--- config.mk ---
export PLATFORM = sky130hd
export DESIGN_NAME = strip_scheduler_flat
export DESIGN_NICKNAME = d
export VERILOG_FILES = /design/src/rtl/strip_pkg.sv /design/src/rtl/strip_scheduler_if.sv /design/src/rtl/strip_rr_arbiter.sv /design/src/rtl/strip_scheduler.sv /design/src/flat_wrapper.sv
export SDC_FILE = /design/constraint.sdc
export NUM_CORES = 1
export LEC_CHECK = 0
export ABC_AREA = 1
export CAP_MARGIN = 5
export CORE_MARGIN = 2
export CORE_UTILIZATION = 40
export DETAILED_ROUTE_END_ITERATION = 10
export DONT_BUFFER_PORTS = 1
export SYNTH_ARGS = -nofsm -noshare
export SYNTH_HDL_FRONTEND = slang
export SYNTH_SLANG_ARGS = --single-unit
--- constraint.sdc ---
create_clock -name clk -period 2.6 [get_ports clk]
set_input_delay 0.52 -clock clk [delete_from_list [all_inputs] [get_ports clk]]
set_output_delay 0.52 -clock clk [all_outputs]
set_load 0.02 [all_outputs]
--- src/rtl/strip_pkg.sv ---
// Shared types and constants for the strip scheduler and strip controller.
package strip_pkg;

  localparam int unsigned BYTES_PER_LED = 3;

  typedef enum logic [2:0] {
    ST_IDLE,
    ST_WRITE,
    ST_FLUSH_REQ,
    ST_FLUSHING,
    ST_LATCH
  } sched_state_t;

endpackage

--- src/rtl/strip_scheduler_if.sv ---
// Requester-side bus of the strip scheduler: frame requests, byte writes, grants.
interface strip_scheduler_if;
  logic [1:0] req;
  logic [1:0] done;
  logic [1:0] wvalid;
  logic [7:0] wdata0;
  logic [7:0] wdata1;
  logic [7:0] waddr0;
  logic [7:0] waddr1;
  logic [1:0] gnt;
  logic [1:0] wready;

  // Requesters drive requests/writes and observe grants.
  modport master (
    output req, done, wvalid, wdata0, wdata1, waddr0, waddr1,
    input  gnt, wready
  );

  // The scheduler consumes requests/writes and drives grants.
  modport slave (
    input  req, done, wvalid, wdata0, wdata1, waddr0, waddr1,
    output gnt, wready
  );
endinterface

--- src/rtl/strip_rr_arbiter.sv ---
// Two-way round-robin arbiter: the pointer holds the last-served index and the
// other requester wins a tie. Pointer resets to 1 so requester 0 wins first.
module strip_rr_arbiter (
  input  logic       clk,
  input  logic       rst_n,
  input  logic [1:0] req_i,
  input  logic       update_i,
  input  logic       served_i,
  output logic       winner_o
);

  logic ptr_q;

  // Combinational pick from the current requests and pointer.
  always_comb begin
    winner_o = 1'b0;
    if (req_i == 2'b11) begin
      winner_o = ~ptr_q;
    end else if (req_i == 2'b10) begin
      winner_o = 1'b1;
    end
  end

  // Pointer records the requester just served when its frame ends.
  always_ff @(posedge clk or negedge rst_n) begin
    if (!rst_n) begin
      ptr_q <= 1'b1;
    end else if (update_i) begin
      ptr_q <= served_i;
    end
  end

endmodule

--- src/rtl/strip_scheduler.sv ---
// Frame-level scheduler in front of strip_controller: grants one requester per
// frame, forwards its byte writes, runs the flush handshake and enforces the
// latch gap before the next grant.
module strip_scheduler
  import strip_pkg::*;
#(
  parameter int unsigned NUM_BYTES    = BYTES_PER_LED,
  parameter int unsigned LATCH_CYCLES = 5000
) (
  input  logic                    clk,
  input  logic                    reset,
  strip_scheduler_if.slave        rq,
  output logic                    sc_write_en,
  output logic [7:0]              sc_write_data,
  output logic [7:0]              sc_write_addr,
  output logic                    sc_flush,
  input  logic                    sc_flushing,
  output logic                    busy,
  output logic [15:0]             frame_count,
  output logic                    err_addr
);

  localparam int unsigned CNT_W = (LATCH_CYCLES > 1) ? $clog2(LATCH_CYCLES) : 1;
  localparam logic [CNT_W-1:0] CNT_LOAD = CNT_W'(LATCH_CYCLES - 1);

  sched_state_t     state_q;
  logic             g_q;
  logic [1:0]       gnt_q;
  logic             busy_q;
  logic             we_q;
  logic [7:0]       wdata_q;
  logic [7:0]       waddr_q;
  logic             flush_q;
  logic [CNT_W-1:0] cnt_q;
  logic [15:0]      fc_q;
  logic             err_q;

  logic             winner;
  logic             arb_update;
  logic             g_wvalid;
  logic             g_done;
  logic             g_req;
  logic [7:0]       g_wdata;
  logic [7:0]       g_waddr;
  logic             addr_ok;

  // Select the grantee's lane and decide when the arbiter pointer moves.
  always_comb begin
    g_wvalid   = rq.wvalid[g_q];
    g_done     = rq.done[g_q];
    g_req      = rq.req[g_q];
    g_wdata    = g_q ? rq.wdata1 : rq.wdata0;
    g_waddr    = g_q ? rq.waddr1 : rq.waddr0;
    addr_ok    = 32'(g_waddr) < NUM_BYTES;
    arb_update = (state_q == ST_WRITE) && (g_done || !g_req);
  end

  strip_rr_arbiter u_arb (
    .clk      (clk),
    .rst_n    (reset),
    .req_i    (rq.req),
    .update_i (arb_update),
    .served_i (g_q),
    .winner_o (winner)
  );

  // Frame FSM with registered outputs, latch counter and frame counter.
  always_ff @(posedge clk or negedge reset) begin
    if (!reset) begin
      state_q <= ST_IDLE;
      g_q     <= 1'b0;
      gnt_q   <= '0;
      busy_q  <= 1'b0;
      we_q    <= 1'b0;
      wdata_q <= '0;
      waddr_q <= '0;
      flush_q <= 1'b0;
      cnt_q   <= '0;
      fc_q    <= '0;
      err_q   <= 1'b0;
    end else begin
      we_q <= 1'b0;
      unique case (state_q)
        ST_IDLE: begin
          if (rq.req != 2'b00) begin
            state_q <= ST_WRITE;
            g_q     <= winner;
            gnt_q   <= winner ? 2'b10 : 2'b01;
            busy_q  <= 1'b1;
          end
        end
        ST_WRITE: begin
          // wready mirrors gnt, so a grantee wvalid is always an accepted write.
          if (g_wvalid) begin
            if (addr_ok) begin
              we_q    <= 1'b1;
              wdata_q <= g_wdata;
              waddr_q <= g_waddr;
            end else begin
              err_q <= 1'b1;
            end
          end
          if (g_done) begin
            state_q <= ST_FLUSH_REQ;
            gnt_q   <= '0;
            flush_q <= 1'b1;
          end else if (!g_req) begin
            state_q <= ST_IDLE;
            gnt_q   <= '0;
            busy_q  <= 1'b0;
          end
        end
        ST_FLUSH_REQ: begin
          if (sc_flushing) begin
            state_q <= ST_FLUSHING;
            flush_q <= 1'b0;
          end
        end
        ST_FLUSHING: begin
          if (!sc_flushing) begin
            state_q <= ST_LATCH;
            cnt_q   <= CNT_LOAD;
            fc_q    <= fc_q + 16'd1;
          end
        end
        ST_LATCH: begin
          if (cnt_q == '0) begin
            state_q <= ST_IDLE;
            busy_q  <= 1'b0;
          end else begin
            cnt_q <= cnt_q - 1'b1;
          end
        end
        default: state_q <= ST_IDLE;
      endcase
    end
  end

  assign rq.gnt        = gnt_q;
  assign rq.wready     = gnt_q;
  assign sc_write_en   = we_q;
  assign sc_write_data = wdata_q;
  assign sc_write_addr = waddr_q;
  assign sc_flush      = flush_q;
  assign busy          = busy_q;
  assign frame_count   = fc_q;
  assign err_addr      = err_q;

endmodule

--- src/flat_wrapper.sv ---
// flat-port wrapper written by rule: the top's interface ports become plain ports
module strip_scheduler_flat import strip_pkg::*;
#(
  parameter int unsigned NUM_BYTES    = BYTES_PER_LED,
  parameter int unsigned LATCH_CYCLES = 5000
)
  (clk, reset, sc_write_en, sc_write_data, sc_write_addr, sc_flush, sc_flushing, busy, frame_count, err_addr, rq_req, rq_done, rq_wvalid, rq_wdata0, rq_wdata1, rq_waddr0, rq_waddr1, rq_gnt, rq_wready);
  strip_scheduler_if rq_i ();
  input  logic clk;
  input  logic reset;
  output logic sc_write_en;
  output logic [7:0] sc_write_data;
  output logic [7:0] sc_write_addr;
  output logic sc_flush;
  input  logic sc_flushing;
  output logic busy;
  output logic [15:0] frame_count;
  output logic err_addr;
  input wire logic [$bits(rq_i.req)-1:0] rq_req;
  input wire logic [$bits(rq_i.done)-1:0] rq_done;
  input wire logic [$bits(rq_i.wvalid)-1:0] rq_wvalid;
  input wire logic [$bits(rq_i.wdata0)-1:0] rq_wdata0;
  input wire logic [$bits(rq_i.wdata1)-1:0] rq_wdata1;
  input wire logic [$bits(rq_i.waddr0)-1:0] rq_waddr0;
  input wire logic [$bits(rq_i.waddr1)-1:0] rq_waddr1;
  output wire logic [$bits(rq_i.gnt)-1:0] rq_gnt;
  output wire logic [$bits(rq_i.wready)-1:0] rq_wready;
  assign rq_i.req = rq_req;
  assign rq_i.done = rq_done;
  assign rq_i.wvalid = rq_wvalid;
  assign rq_i.wdata0 = rq_wdata0;
  assign rq_i.wdata1 = rq_wdata1;
  assign rq_i.waddr0 = rq_waddr0;
  assign rq_i.waddr1 = rq_waddr1;
  assign rq_gnt = rq_i.gnt;
  assign rq_wready = rq_i.wready;
  strip_scheduler #(.NUM_BYTES(NUM_BYTES), .LATCH_CYCLES(LATCH_CYCLES)) u_core (.clk(clk), .reset(reset), .rq(rq_i), .sc_write_en(sc_write_en), .sc_write_data(sc_write_data), .sc_write_addr(sc_write_addr), .sc_flush(sc_flush), .sc_flushing(sc_flushing), .busy(busy), .frame_count(frame_count), .err_addr(err_addr));
endmodule
==> impl_metrics.env <==
export IMPL_regArea_sq_um=1400
export IMPL_timing_worst_setup_path_type="register to register"
export IMPL_clk_latency_ns=0.31
export IMPL_finalPower_w=0.00143
export IMPL_fmax_mhz=561
export IMPL_async_flop_share_pct=100
export IMPL_first_pass_iters=4
export IMPL_antennaDiodeCount=0
export IMPL_clock_path_buffers=2
export IMPL_post_dp_cell_area_sq_um=3060
export IMPL_syn_area_per_cell_sq_um=8.10
export IMPL_cp_startpoint="u_core.g_q"
export IMPL_port_buffers=0
export IMPL_yosys_warnings=0
export IMPL_syn_area_sq_um=2990
export IMPL_fin_crit_ns=1.78
export IMPL_root_buffer="clkbuf_8"
export IMPL_htreeDepth=2
export IMPL_wl_per_cell_um=12.2
export IMPL_combPwrFrac_pct=3.7
export IMPL_regToRegEndpoint="u_core.sc_write_data[6]"
export IMPL_ctsResizeCount=0
export IMPL_cts_clk_slew_worst_paths_ns=0.10
export IMPL_cts_tree="done"
export IMPL_die_x_um=90.4
export IMPL_ys_flop_type="dfrtp_1"
export IMPL_worst_setup_path_end_kind="register"
export IMPL_setup_viol=0
export IMPL_post_cts_buffers=0
export IMPL_die_h_um=90.4
export IMPL_finish_net_count=415
export IMPL_cp_start_kind="register"
export IMPL_ys_types=31
export IMPL_finalCritPeriodShare_pct=68.6
export IMPL_rsz0062_at_grt="no"
export IMPL_drtAntennaViolNets=0
export IMPL_slew_violations=0
export IMPL_switchingPower_w=0.000338
export IMPL_numCtsBuffers=5
export IMPL_cp_required_ns=2.80
export IMPL_syn_inst=369
export IMPL_placed_cells=462
export IMPL_rrSetupSlack_ns=0.82
export IMPL_p_per_area_nw_per_um2=450
export IMPL_finalWirelength_um=5760
export IMPL_first_iter_violations=48
export IMPL_p_int_w=0.00109
export IMPL_seqPwrFrac_pct=62.7
export IMPL_ys_ff_latch=56
export IMPL_hold_viol=0
export IMPL_p_leak_nw=1.52
export IMPL_grt_max_degree=56
export IMPL_grt_pass1_vias=2178
export IMPL_critical_path_arrival_ns=1.98
export IMPL_globalRouteOverflowTotal=0
export IMPL_timing_rr_start="u_core.g_q"
export IMPL_rr_worst_depth=8
export IMPL_maxSlewHeadroom_pct=74.0
export IMPL_core_area_sq_um=7250
export IMPL_area_growth_pct=6.15
export IMPL_fp_row_count=31
export IMPL_vdd_drop_max_mv=0.217
export IMPL_hp_class="primary input to async pin"
export IMPL_fillers=726
export IMPL_num_io_pins=81
export IMPL_drive_above_1_share_pct=8.87
export IMPL_grt_first_pass_wirelength_um=9890
export IMPL_design_area_sq_um=3170
export IMPL_fin_cells=471
export IMPL_drc=0
export IMPL_cp_endpoint="u_core.sc_write_data[6]"
export IMPL_antenna_found_initial=0
export IMPL_drv_cap=0
export IMPL_fin_skew_ns=0.00944
export IMPL_crit_fanout=27
export IMPL_vias=2285
export IMPL_cts_sinks=56
export IMPL_status="finished, final reports clean"
export IMPL_synth_edff_count=0
export IMPL_fin_setup_tns_ns=0
export IMPL_swShare_pct=23.7
export IMPL_yosysSeqAreaShare_pct=46.9
export IMPL_start_util_pct=41.2
export IMPL_gp_congestion=0.785
export IMPL_syn_num_nets=413
export IMPL_track_usage_pct=14.6
export IMPL_hpwl_um=4280
export IMPL_tightest_slew_ns=0.390
export IMPL_vias_per_cell=4.85
export IMPL_fp_dieArea_sq_um=8180
export IMPL_power_frac_clock_pct=33.7
export IMPL_multiInputGateArea_sq_um=1370
sequential cells by signal, indices dropped and copies added (netlist names):
name / cells
u_core.u_arb.ptr_q: 1
u_core.sc_flush: 1
u_core.sc_write_en: 1
u_core.state_q: 3
u_core.sc_write_addr: 8
u_core.busy: 1
u_core.g_q: 1
u_core.rq.gnt: 2
u_core.err_addr: 1
u_core.cnt_q: 13
u_core.frame_count: 16
u_core.sc_write_data: 8
final cells by class:
type                       count  share of cell area [%]
clock inverter                 2                   0.434
multi-input combinational    265                    43.1
tap                           99                    3.90
timing repair buffer           3                    1.34
clock buffer                   6                    2.29
inverter                      40                    4.73
sequential                    56                    44.2
how the worst min path moves through the flow:
stage / from / to / slack, ns
floorplan: reset / u_core.busy / 0.22
global placement: reset / u_core.rq.gnt[1] / 0.23
detailed placement: reset / u_core.g_q / 0.23
CTS: reset / u_core.u_arb.ptr_q / 0.02
global route: reset / u_core.u_arb.ptr_q / 0.01
finish: reset / u_core.u_arb.ptr_q / 0.04
layer usage:
layer	up-vias	global-route usage [%]	routed length [um]
li1	1168	-	-
met3	8	3.42	240
met4	0	4.74	76
met2	40	25.1	2870
met1	1069	18.0	2570
met5	-	0	0
Yosys cell counts, types with 2 or more instances:
master | n | area share, %
o21ai_1 | 5 | 0.84
inv_1 | 38 | 4.8
nand2_1 | 118 | 15
ha_1 | 3 | 1.3
nand3b_1 | 2 | 0.50
nor3_1 | 6 | 1.0
inv_2 | 2 | 0.25
o21ai_0 | 17 | 2.8
xnor2_1 | 6 | 1.8
mux2i_1 | 8 | 2.7
nand3_1 | 17 | 2.8
nor2_4 | 4 | 1.5
buf_6 | 3 | 1.1
o21ai_2 | 8 | 2.3
nand4_1 | 7 | 1.5
buf_4 | 4 | 1.0
a21oi_1 | 3 | 0.50
or2_2 | 3 | 0.63
nor2_1 | 38 | 4.8
dfrtp_1 | 55 | 46
xor2_1 | 12 | 3.5
power groups by stage:
stage | clock (W) | sequential [W] | combinational (W)
2_1_floorplan | 0 | 0.000909 | 0.0000285
3_3_place_gp | 0 | 0.000911 | 0.0000318
3_5_place_dp | 0 | 0.000911 | 0.0000324
4_1_cts | 0.000508 | 0.000894 | 0.0000545
5_1_grt | 0.000537 | 0.000895 | 0.0000615
6_report | 0.000480 | 0.000894 | 0.0000524
cells in the final DEF (no fill, tap or decap), types with 4 or more instances in the layout:
cell type / synthesis / routed
nand2_1: 118 / 118
dfrtp_1: 55 / 55
inv_1: 38 / 38
nor2_1: 38 / 38
o21ai_0: 17 / 17
nand3_1: 17 / 17
xor2_1: 12 / 12
mux2i_1: 8 / 8
o21ai_2: 8 / 8
nand4_1: 7 / 7
xnor2_1: 6 / 6
nor3_1: 6 / 6
o21ai_1: 5 / 5
clkbuf_8: 0 / 5
nor2_4: 4 / 4
critical path, stage by stage, from the launching register on:
cell and delay [ns]:
dfrtp_1 0.46, buf_4 0.29, nand2_1 0.07, o21ai_0 0.08, nand2_1 0.11, nor2_4 0.15, nand3_4 0.29, nand2_1 0.17
o21ai_2 0.06
kinds of logic (layout without fill, tap and decap cells):
| family | Yosys count | in the layout | synth area share [%] |
|---|---|---|---|
| AO/OA/AOI/OAI | 36 | 36 | 7.24 |
| XOR/XNOR | 18 | 18 | 5.27 |
| adder cells (fa/ha/maj) | 3 | 3 | 1.26 |
| buffers and inverters | 48 | 51 | 7.33 |
| flip-flops | 56 | 56 | 46.9 |
| multiplexers | 8 | 8 | 2.68 |
| AND/OR/NAND/NOR | 200 | 200 | 29.3 |
through the flow:
step	hold WS [ns]	setup slack (ns)	utilization, %
final	0.0354	0.817	43.7
after floorplan	0.224	1.12	-
after global routing	0.0137	0.574	43.7
after detailed placement	0.225	0.798	42.2
after global placement	0.226	0.844	42.2
after CTS	0.0223	0.786	43.7
repair_timing:
| action | CTS | global route |
|---|---|---|
| hold buffers | 1 | 0 |
| endpoints found under the setup margin | 0 | 0 |
| endpoints found under the hold margin | 55 | 0 |
(Power assumes the default switching activity.)
